### src/rtl/cpu_pkg.sv
// Shared CPU constants and fetch FSM state encoding.
package cpu_pkg;

  localparam logic [31:0] RESET_PC_DEFAULT = 32'h0000_0000;
  localparam int unsigned PC_INC           = 4;
  localparam int unsigned PC_READ_OFS      = 8;

  typedef enum logic [0:0] {
    FETCH = 1'b0,
    HOLD  = 1'b1
  } fetch_state_t;

endpackage

### src/rtl/instr_fetch_unit_if.sv
// Fetch unit bus bundle: imem req/ack, IR valid/ready to decode, branch redirect from execute.
interface ifu_if #(parameter int ADDR_W = 32);

  logic              imem_req;
  logic [ADDR_W-1:0] imem_addr;
  logic              imem_ack;
  logic [31:0]       imem_rdata;
  logic [31:0]       ir;
  logic              ir_valid;
  logic              ir_ready;
  logic [ADDR_W-1:0] ir_pc;
  logic [ADDR_W-1:0] pc_rd;
  logic              br_taken;
  logic [23:0]       br_imm24;

  modport master (
    output imem_req, imem_addr, ir, ir_valid, ir_pc, pc_rd,
    input  imem_ack, imem_rdata, ir_ready, br_taken, br_imm24
  );

  modport slave (
    input  imem_req, imem_addr, ir, ir_valid, ir_pc, pc_rd,
    output imem_ack, imem_rdata, ir_ready, br_taken, br_imm24
  );

endinterface

### src/rtl/ifu_branch_target.sv
// B/BL target: ir_pc + 8 + sign-extended imm24 word offset, wrapping modulo 2^ADDR_W.
module ifu_branch_target
  import cpu_pkg::*;
#(
  parameter int ADDR_W = 32
) (
  input  logic [ADDR_W-1:0] ir_pc,
  input  logic [23:0]       br_imm24,
  output logic [ADDR_W-1:0] target
);

  logic [ADDR_W-1:0] ofs;

  assign ofs    = {{(ADDR_W-26){br_imm24[23]}}, br_imm24, 2'b00};
  assign target = ir_pc + ADDR_W'(PC_READ_OFS) + ofs;

endmodule

### src/rtl/instr_fetch_unit.sv
// Fetch stage: PC, imem req/ack, IR to decode, branch redirect.
// Define IFETCH_PREFETCH_EN for a one-entry prefetch buffer (1 instr/cycle throughput).
//
// state | meaning
// FETCH | imem_req high for fetch_pc, waiting for imem_ack
// HOLD  | ir live, waiting for decode handshake (prefetch build: filling pbuf)
module instr_fetch_unit
  import cpu_pkg::*;
#(
  parameter int                ADDR_W   = 32,
  parameter logic [ADDR_W-1:0] RESET_PC = ADDR_W'(RESET_PC_DEFAULT)
) (
  input  logic  clk,
  input  logic  rst,
  ifu_if.master bus
);

  localparam logic [0:0] ST_FETCH = FETCH;
  localparam logic [0:0] ST_HOLD  = HOLD;

  logic [0:0]        state;
  logic              armed;
  logic [ADDR_W-1:0] fetch_pc;
  logic [ADDR_W-1:0] target;
  logic [31:0]       ir_q;
  logic              ir_valid_q;
  logic [ADDR_W-1:0] ir_pc_q;
  logic              req;
  logic              ack;
  logic              hs;

  ifu_branch_target #(.ADDR_W(ADDR_W)) u_branch_target (
    .ir_pc    (ir_pc_q),
    .br_imm24 (bus.br_imm24),
    .target   (target)
  );

  // armed holds the request low for the first cycle after reset, so a reset
  // mid-fetch drops imem_req immediately and stale acks find no request.
  assign ack = bus.imem_ack & req;
  assign hs  = ir_valid_q & bus.ir_ready;

  assign bus.imem_req  = req;
  assign bus.imem_addr = {fetch_pc[ADDR_W-1:2], 2'b00};
  assign bus.ir        = ir_q;
  assign bus.ir_valid  = ir_valid_q;
  assign bus.ir_pc     = ir_pc_q;
  assign bus.pc_rd     = ir_pc_q + ADDR_W'(PC_READ_OFS);

`ifdef IFETCH_PREFETCH_EN

  logic [31:0]       pbuf;
  logic [ADDR_W-1:0] pbuf_pc;
  logic              pbuf_valid;
  logic              drop;
  logic [ADDR_W-1:0] redirect_pc;

  assign req = armed & ((state == ST_FETCH) | ((state == ST_HOLD) & ~pbuf_valid));

  always_ff @(posedge clk or posedge rst) begin
    if (rst) begin
      state       <= ST_FETCH;
      armed       <= 1'b0;
      fetch_pc    <= RESET_PC;
      ir_q        <= 32'h0;
      ir_valid_q  <= 1'b0;
      ir_pc_q     <= RESET_PC;
      pbuf        <= 32'h0;
      pbuf_pc     <= RESET_PC;
      pbuf_valid  <= 1'b0;
      drop        <= 1'b0;
      redirect_pc <= RESET_PC;
    end else begin
      armed <= 1'b1;
      case (state)
        ST_FETCH: begin
          if (ack && drop) begin
            drop     <= 1'b0;
            fetch_pc <= redirect_pc;
          end else if (ack) begin
            ir_q       <= bus.imem_rdata;
            ir_pc_q    <= fetch_pc;
            ir_valid_q <= 1'b1;
            fetch_pc   <= fetch_pc + ADDR_W'(PC_INC);
            state      <= ST_HOLD;
          end
        end
        ST_HOLD: begin
          if (hs && bus.br_taken) begin
            pbuf_valid <= 1'b0;
            ir_valid_q <= 1'b0;
            state      <= ST_FETCH;
            // The in-flight address must stay on imem_addr until its ack, so park the target.
            if (req && !ack) begin
              drop        <= 1'b1;
              redirect_pc <= target;
            end else begin
              fetch_pc <= target;
            end
          end else if (hs) begin
            if (pbuf_valid) begin
              ir_q       <= pbuf;
              ir_pc_q    <= pbuf_pc;
              pbuf_valid <= 1'b0;
            end else if (ack) begin
              ir_q     <= bus.imem_rdata;
              ir_pc_q  <= fetch_pc;
              fetch_pc <= fetch_pc + ADDR_W'(PC_INC);
            end else begin
              ir_valid_q <= 1'b0;
              state      <= ST_FETCH;
            end
          end else if (ack) begin
            pbuf       <= bus.imem_rdata;
            pbuf_pc    <= fetch_pc;
            pbuf_valid <= 1'b1;
            fetch_pc   <= fetch_pc + ADDR_W'(PC_INC);
          end
        end
        default: state <= ST_FETCH;
      endcase
    end
  end

`else

  assign req = armed & (state == ST_FETCH);

  always_ff @(posedge clk or posedge rst) begin
    if (rst) begin
      state      <= ST_FETCH;
      armed      <= 1'b0;
      fetch_pc   <= RESET_PC;
      ir_q       <= 32'h0;
      ir_valid_q <= 1'b0;
      ir_pc_q    <= RESET_PC;
    end else begin
      armed <= 1'b1;
      case (state)
        ST_FETCH: begin
          if (ack) begin
            ir_q       <= bus.imem_rdata;
            ir_pc_q    <= fetch_pc;
            ir_valid_q <= 1'b1;
            fetch_pc   <= fetch_pc + ADDR_W'(PC_INC);
            state      <= ST_HOLD;
          end
        end
        ST_HOLD: begin
          if (hs) begin
            ir_valid_q <= 1'b0;
            state      <= ST_FETCH;
            if (bus.br_taken) fetch_pc <= target;
          end
        end
        default: state <= ST_FETCH;
      endcase
    end
  end

`endif

endmodule
### src/flat_wrapper.sv
// flat-port wrapper written by rule: the top's interface ports become plain ports
module instr_fetch_unit_flat import cpu_pkg::*;
#(
  parameter int                ADDR_W   = 32,
  parameter logic [ADDR_W-1:0] RESET_PC = ADDR_W'(RESET_PC_DEFAULT)
)
  (clk, rst, bus_imem_req, bus_imem_addr, bus_ir, bus_ir_valid, bus_ir_pc, bus_pc_rd, bus_imem_ack, bus_imem_rdata, bus_ir_ready, bus_br_taken, bus_br_imm24);
  ifu_if #(.ADDR_W(ADDR_W)) bus_i ();
  input  logic clk;
  input  logic rst;
  output wire logic [$bits(bus_i.imem_req)-1:0] bus_imem_req;
  output wire logic [$bits(bus_i.imem_addr)-1:0] bus_imem_addr;
  output wire logic [$bits(bus_i.ir)-1:0] bus_ir;
  output wire logic [$bits(bus_i.ir_valid)-1:0] bus_ir_valid;
  output wire logic [$bits(bus_i.ir_pc)-1:0] bus_ir_pc;
  output wire logic [$bits(bus_i.pc_rd)-1:0] bus_pc_rd;
  input wire logic [$bits(bus_i.imem_ack)-1:0] bus_imem_ack;
  input wire logic [$bits(bus_i.imem_rdata)-1:0] bus_imem_rdata;
  input wire logic [$bits(bus_i.ir_ready)-1:0] bus_ir_ready;
  input wire logic [$bits(bus_i.br_taken)-1:0] bus_br_taken;
  input wire logic [$bits(bus_i.br_imm24)-1:0] bus_br_imm24;
  assign bus_imem_req = bus_i.imem_req;
  assign bus_imem_addr = bus_i.imem_addr;
  assign bus_ir = bus_i.ir;
  assign bus_ir_valid = bus_i.ir_valid;
  assign bus_ir_pc = bus_i.ir_pc;
  assign bus_pc_rd = bus_i.pc_rd;
  assign bus_i.imem_ack = bus_imem_ack;
  assign bus_i.imem_rdata = bus_imem_rdata;
  assign bus_i.ir_ready = bus_ir_ready;
  assign bus_i.br_taken = bus_br_taken;
  assign bus_i.br_imm24 = bus_br_imm24;
  instr_fetch_unit #(.ADDR_W(ADDR_W), .RESET_PC(RESET_PC)) u_core (.clk(clk), .rst(rst), .bus(bus_i));
endmodule
### config.mk
export PLATFORM = sky130hd
export DESIGN_NAME = instr_fetch_unit_flat
export DESIGN_NICKNAME = d
export VERILOG_FILES = /design/src/rtl/cpu_pkg.sv /design/src/rtl/instr_fetch_unit_if.sv /design/src/rtl/ifu_branch_target.sv /design/src/rtl/instr_fetch_unit.sv /design/src/flat_wrapper.sv
export SDC_FILE = /design/constraint.sdc
export NUM_CORES = 1
export LEC_CHECK = 0
export CELL_PAD_IN_SITES_DETAIL_PLACEMENT = 0
export CELL_PAD_IN_SITES_GLOBAL_PLACEMENT = 2
export CORE_MARGIN = 3
export CORE_UTILIZATION = 25
export CTS_CLUSTER_SIZE = 25
export DETAILED_ROUTE_END_ITERATION = 10
export HOLD_SLACK_MARGIN = 0.05
export PLACE_DENSITY_LB_ADDON = 0.1
export SYNTH_ARGS = -nofsm -noshare
export SYNTH_HDL_FRONTEND = slang
export SYNTH_SLANG_ARGS = --single-unit
### constraint.sdc
create_clock -name clk -period 3.19 [get_ports clk]
set_clock_uncertainty 0.2 [all_clocks]
set_input_delay 0.319 -clock clk [delete_from_list [all_inputs] [get_ports clk]]
set_output_delay 0.319 -clock clk [all_outputs]
set_load 0.05 [all_outputs]
* Word-level counts from Yosys, hierarchy flattened
Cells that the tools add are included. W data, S select, Z words.
Word-level totals: bits in registers 99, input port bits 61, output and inout port bits 130, logic and storage cells 29
Cells by class: add/sub/neg operators 3, equal/unequal tests 3, multiplexer cells 10, bitwise operators 4, reduce and logical (&&, ||, !) cells 3
Operators with widths (count):
- $mux W32 | 3
- $pmux W32 S2 | 1
- $add A32 B3 Y32 const B | 1
- $add A32 B32 Y32 | 1
- $add A32 B4 Y32 const B | 1
- $mux W1 | 4
- $ne A2 B2 Y1 const B | 2
- $pmux W1 S2 | 2
- $reduce_and A2 Y1 | 2
- $and A1 B1 Y1 | 3
- $reduce_and A3 Y1 | 1
- $ne A2 B1 Y1 const B | 1
- $not A1 Y1 | 1

* Depth between registers and ports, before layout
word-level depth 5, depth in mapped cells 17, mapped depth without buffers 16

* By module
Synthesis repeated with hierarchy kept, for this count alone.
Unflattened totals: cell total of the unflattened synthesis 913, area total of the unflattened synthesis 7327.0 um^2
By module, submodules not included:
- instr_fetch_unit | instances 1, cells an instance 638, area each 5293.8 um^2, sequential area each 2477.4 um^2
- ifu_branch_target | instances 1, cells an instance 275, area each 2033.2 um^2, sequential area each 0.0 um^2

* Worst setup path after synthesis
No wires, ideal clock.
path kind register -> register, start reg u_core.ir_pc_q[4] (netlist: u_core.bus.ir_pc[4]), end reg u_core.fetch_pc[31], library setup time 0.126 ns, arrival time 4.427 ns, data required time 2.864 ns, path slack -1.563 ns, cell stages (with the launch flop) 17, path buffers 2, clock period less this slack 4.753 ns, cells stage by stage dfrtp_1 -> ha_1 -> and4_4 -> and4_4 -> and3_1 -> buf_4 -> nand2_1 -> xnor2_1 -> ha_1 -> clkbuf_1 -> nand2_1 -> o21ai_1 -> a2111oi_0 -> nor3_1 -> a211oi_2 -> xnor2_1 -> a221o_1
On the way: cells in the longest elaborated chain, start to end 5
Ends and longest elaborated chain:
- start, declared | line instr_fetch_unit.sv:27 | logic [ADDR_W-1:0] ir_pc_q;
- start signal, assigned | line instr_fetch_unit.sv:143 | ir_pc_q <= fetch_pc;
- $add A32 B4 Y32
- via bus_pc_rd[25] | line flat_wrapper.sv:16 | output wire logic [$bits(bus_i.pc_rd)-1:0] bus_pc_rd;
- $add A32 B32 Y32 | line ifu_branch_target.sv:15 | assign target = ir_pc + ADDR_W'(PC_READ_OFS) + ofs;
- $mux W32 | line instr_fetch_unit.sv:153 | if (bus.br_taken) fetch_pc <= target;
- $mux W32 | line instr_fetch_unit.sv:150 | if (hs) begin
- $pmux W32 S2 | line instr_fetch_unit.sv:139 | case (state)
- end signal, assigned | line instr_fetch_unit.sv:145 | fetch_pc <= fetch_pc + ADDR_W'(PC_INC);
- end signal, assigned | line instr_fetch_unit.sv:153
- end, declared | line instr_fetch_unit.sv:23 | logic [ADDR_W-1:0] fetch_pc;
The timed path passes the listed nets, and every way through them passes these cells. The select of a mux whose other input is x is not followed. A chain may end at the register's enable or synchronous reset.

* Final worst setup path
start reg u_core.ir_pc_q[3] (netlist: u_core.bus.ir_pc[3]), end reg u_core.fetch_pc[31]
On the way: cells in the longest elaborated chain, start to end 5
Ends and longest elaborated chain (line):
- $add A32 B4 Y32 | ifu_branch_target.sv:15
- $add A32 B32 Y32 | ifu_branch_target.sv:15
- $mux W32 | instr_fetch_unit.sv:153
- $mux W32 | instr_fetch_unit.sv:150
- $pmux W32 S2 | instr_fetch_unit.sv:139
Every way passes these cells. The select of a mux whose other input is x is not followed.

==> results.md <==
* Crit path buf inv count at 1
* CP arrival at between 3 and 4 ns
* Cell Area, Synth at a little under 7000 um2
* Crit share post-route at 108.6%
* Routability cong. at 0.8248
* Worst EP required at roughly 3.2 ns
* Synthesis warning total at 0
* Total CTS buffers at 9
* I/O Buffers at around 190
* # IOs at 191
* Final WS setup at -0.2729 ns
* Initial antenna violation count at 0
* Final Max Tran Viols at 0
* Max clock buf depth at 2
* Design Area, Final at roughly 12000 um2
* Register area share after synthesis at roughly 37%
* Post-Syn Instances at 842
* Die Area at 29020 um2
* N_diodes at 0
* Setup TNS at -1.483 ns
* Pwr Density at about 1200 nW/um2
* Slew @ Worst Pin at 0.6263 ns
* WS Path Type: reg2reg
* Crit path launch: u_core.bus.ir_pc[3]
* Routed Antenna Nets at 0
* Top-area cell type share of the netlist area at a little under two fifths
* Tmin final at about 3.5 ns
* Die height at about 170 um
* Pre-CTS setup slack at -0.4867 ns
* Type of origin of the critical path: flip-flop
* 1st-iter DRT viols at about 300
* Crit-path cells: ha_4 -> and4_4 -> and4_4 -> and3_4 -> buf_12 -> xor2_4 -> ha_4 -> a21oi_2 -> nand2_1 -> a21oi_2 -> o31ai_2 -> a41o_4 -> a211oi_2 -> xnor2_1 -> a221o_1
* Cell variety after synth at between 60 and 70
* Number of non-filler instances in the completed layout at ~1500
* HP Class: in2async
* Critical path fanouts, max at 5
* Top cells by area, synth: dfrtp_1, nand2_1, ha_1, xnor2_1, a21oi_1
* Die width at between 150 and 200 um
* Static leakage at 5.210 nW
* Number of setup violations in the final report at 10
* # placed instances at around 1500
* Total Wirelength at about 25000 um
* Peak VDD IR at 0.0005212 V
* Setup crit end: u_core.fetch_pc[31]
* Area growth, synth to finish at 74.54%
* CTS tree: yes
* First-pass GRT wire length at about 40000 um
* DRC at 0
* Final Util at between 40% and 50%
* Worst-path clk slew at 0.08 ns
* Worst hold margin at 0.1290 ns
* Worst relative slew slack at approximately three fifths
* Layout cell share with drive strength beyond 1 at about a third
* Via count at 7058
* Highest Clock Rate at a little under 300 MHz
* Hold buffer count at cts at 0
* Vias in the first global route at 7206
* Post-synth EDFFs at 0
* Reg2reg setup slack at -0.27 ns
* Hold Fails Final Rpt at 0
* Nets at between 1000 and 1500
* Crit path max-delay family: compound AO/OA/AOI/OAI gates
* Flops & latches, synth at a little under 100
* Post-detail-place hpwl at ~19000 um
* 1st-pass router iterations at 4
* Yosys top cell by area: dfrtp_1
* Pwr Total at ~14 mW
* Core area at between 20000 and 30000 um2
* DR WL/cell at about 17 um
* Area after DPL at around 10000 um2
* Starting density of the core at between 20% and 30%
* RR Startpoint: u_core.bus.ir_pc[3]
* Failing checks: negative setup slack
* Root buf cell: clkbuf_16
* Grt ovf at 0
* RSZ-0062 raised after global routing: true
* Critical path depth at 15
* H-tree Lvls at 3
* GRT Overall Usage at approximately 18%
* Max Cap Viol at 0
* Asr flop ratio synth at 100.0%
* DR vias/cell at 4.665
* Worst path max stage delay at around 0.41 ns
* Critical R2R Capture: u_core.fetch_pc[31]
* Clock sinks at 99
* Largest net degree at the start of global routing at 74
* Worst setup EP type: flip-flop
* Status: finished, violations left
* Post-synthesis average cell area at between 8 and 9 um2
* R2R depth at 15
* Placement row count at 59
* Clock Latency Late Sink at between 0.3 and 0.4 ns
* Slowest-stage cell, CP: dfrtp_2
* Most used flip-flop cell after synthesis: dfrtp_1
## cells in the final DEF (no fill, tap or decap), types with 11 or more instances in the layout
cell             instances
ha_1                    17
dfrtp_2                 13
buf_12                  14
o21ai_0                 30
nand4_1                 21
ha_4                    16
dfrtp_1                 86
nand2_1                242
a21o_1                  11
buf_4                  194
buf_6                   15
a21oi_1                 35
clkdlybuf4s50_1        170
xnor2_1                 12
a21oi_2                 14
xnor2_2                 16
nor2_1                  34
## worst register-to-register path, stage by stage (launching register included)
cell and delay, ns:
dfrtp_2 0.41, ha_4 0.15, and4_4 0.23, and4_4 0.25, and3_4 0.27, buf_12 0.12, xor2_4 0.20, ha_4 0.24
a21oi_2 0.12, nand2_1 0.07, a21oi_2 0.14, o31ai_2 0.09, a41o_4 0.28, a211oi_2 0.21, xnor2_1 0.09, a221o_1 0.29
## power by group
part | internal (mW) | leakage [nW] | total (mW) | switching [mW]
sequential | 1.82 | 1.21 | 2.38 | 0.563
clock | 0.553 | 0.142 | 1.13 | 0.575
combinational | 4.43 | 3.86 | 10.4 | 5.99
total | 6.80 | 5.21 | 13.9 | 7.13
## cells by family after synthesis
family                     after synthesis  synth area share [%]
buffers and inverters                   83                 6.633
DFF                                     99                 36.69
AOI/OAI and AO/OA                      176                 16.34
xor gates and xnor gates                53                 7.263
other                                    2                0.1112
and+or+nand+nor                        390                 25.76
adders and majority gates               35                 6.596
muxes                                    4                0.6115
## how the worst min path moves through the flow
stage	startpoint	endpoint	slack, ns	cells after the start
after CTS	rst	u_core.bus.ir[7]	0.15	2
final	rst	u_core.bus.ir_valid	0.13	2
after global placement	u_core.fetch_pc[0]	u_core.bus.ir_pc[0]	0.25	2
after detailed placement	u_core.bus.ir[9]	u_core.bus.ir[9]	0.26	2
after floorplan	bus_imem_rdata[0]	u_core.bus.ir[0]	0.22	2
after global routing	rst	u_core.bus.ir_valid	0.17	2
## cells in the mapped netlist, types with 2 or more instances
master,number
nor3b_1,2
nor3_1,12
or4_1,4
o221ai_1,2
a22oi_1,3
and2_1,5
dfrtp_1,99
xor2_1,14
xnor2_1,37
mux2i_1,3
conb_1,2
a21o_1,11
a221oi_1,4
o31ai_1,4
and4_1,6
a221o_1,2
nand2b_1,4
o21ai_0,37
o22a_1,2
a31oi_1,10
a211oi_1,2
o21a_1,6
and4_4,3
o21ai_1,9
nand4_1,21
inv_1,9
a41oi_1,4
nor2b_1,5
o21bai_1,4
nand2_1,249
nor4_1,3
buf_4,36
a32oi_1,4
o211ai_1,5
or3_1,3
o22ai_1,2
and3_1,12
a21oi_1,54
nand3_1,19
nor2_1,39
ha_1,34
clkbuf_1,37
## flip-flops by register name, indices dropped and copies added, names as in the netlist
| register | count |
|---|---|
| u_core.armed | 1 |
| u_core.bus.ir | 32 |
| u_core.fetch_pc | 32 |
| u_core.bus.ir_valid | 1 |
| u_core.bus.ir_pc | 32 |
| u_core.state | 1 |
## per-layer routing
layer | GRT usage [%] | share of wire [%] | routed length, um | vias up
met2 | 27.78 | 46 | 11710 | 153
met1 | 24.36 | 48 | 12120 | 3341
met5 | 0 | 0 | 0 | -
li1 | - | - | - | 3550
met4 | 3.774 | 1.1 | 280 | 0
met3 | 4.135 | 5.3 | 1338 | 14
## what timing repair did
action,4_1_cts,5_1_grt
pin swaps,52,82
buffers inserted,8,29
endpoints found under the setup margin,15,17
gates resized for setup,69,80
## layout make-up
type,count,area [um2]
clock inverter,7,67.56
tap,335,419.2
sequential,99,2494
clock buffer,9,225.2
timing repair buffer,393,3607
multi-input combinational,661,4937
inverter,9,36.28
fill,2617,14490
No activity file was read; power rests on OpenSTA's default activity.
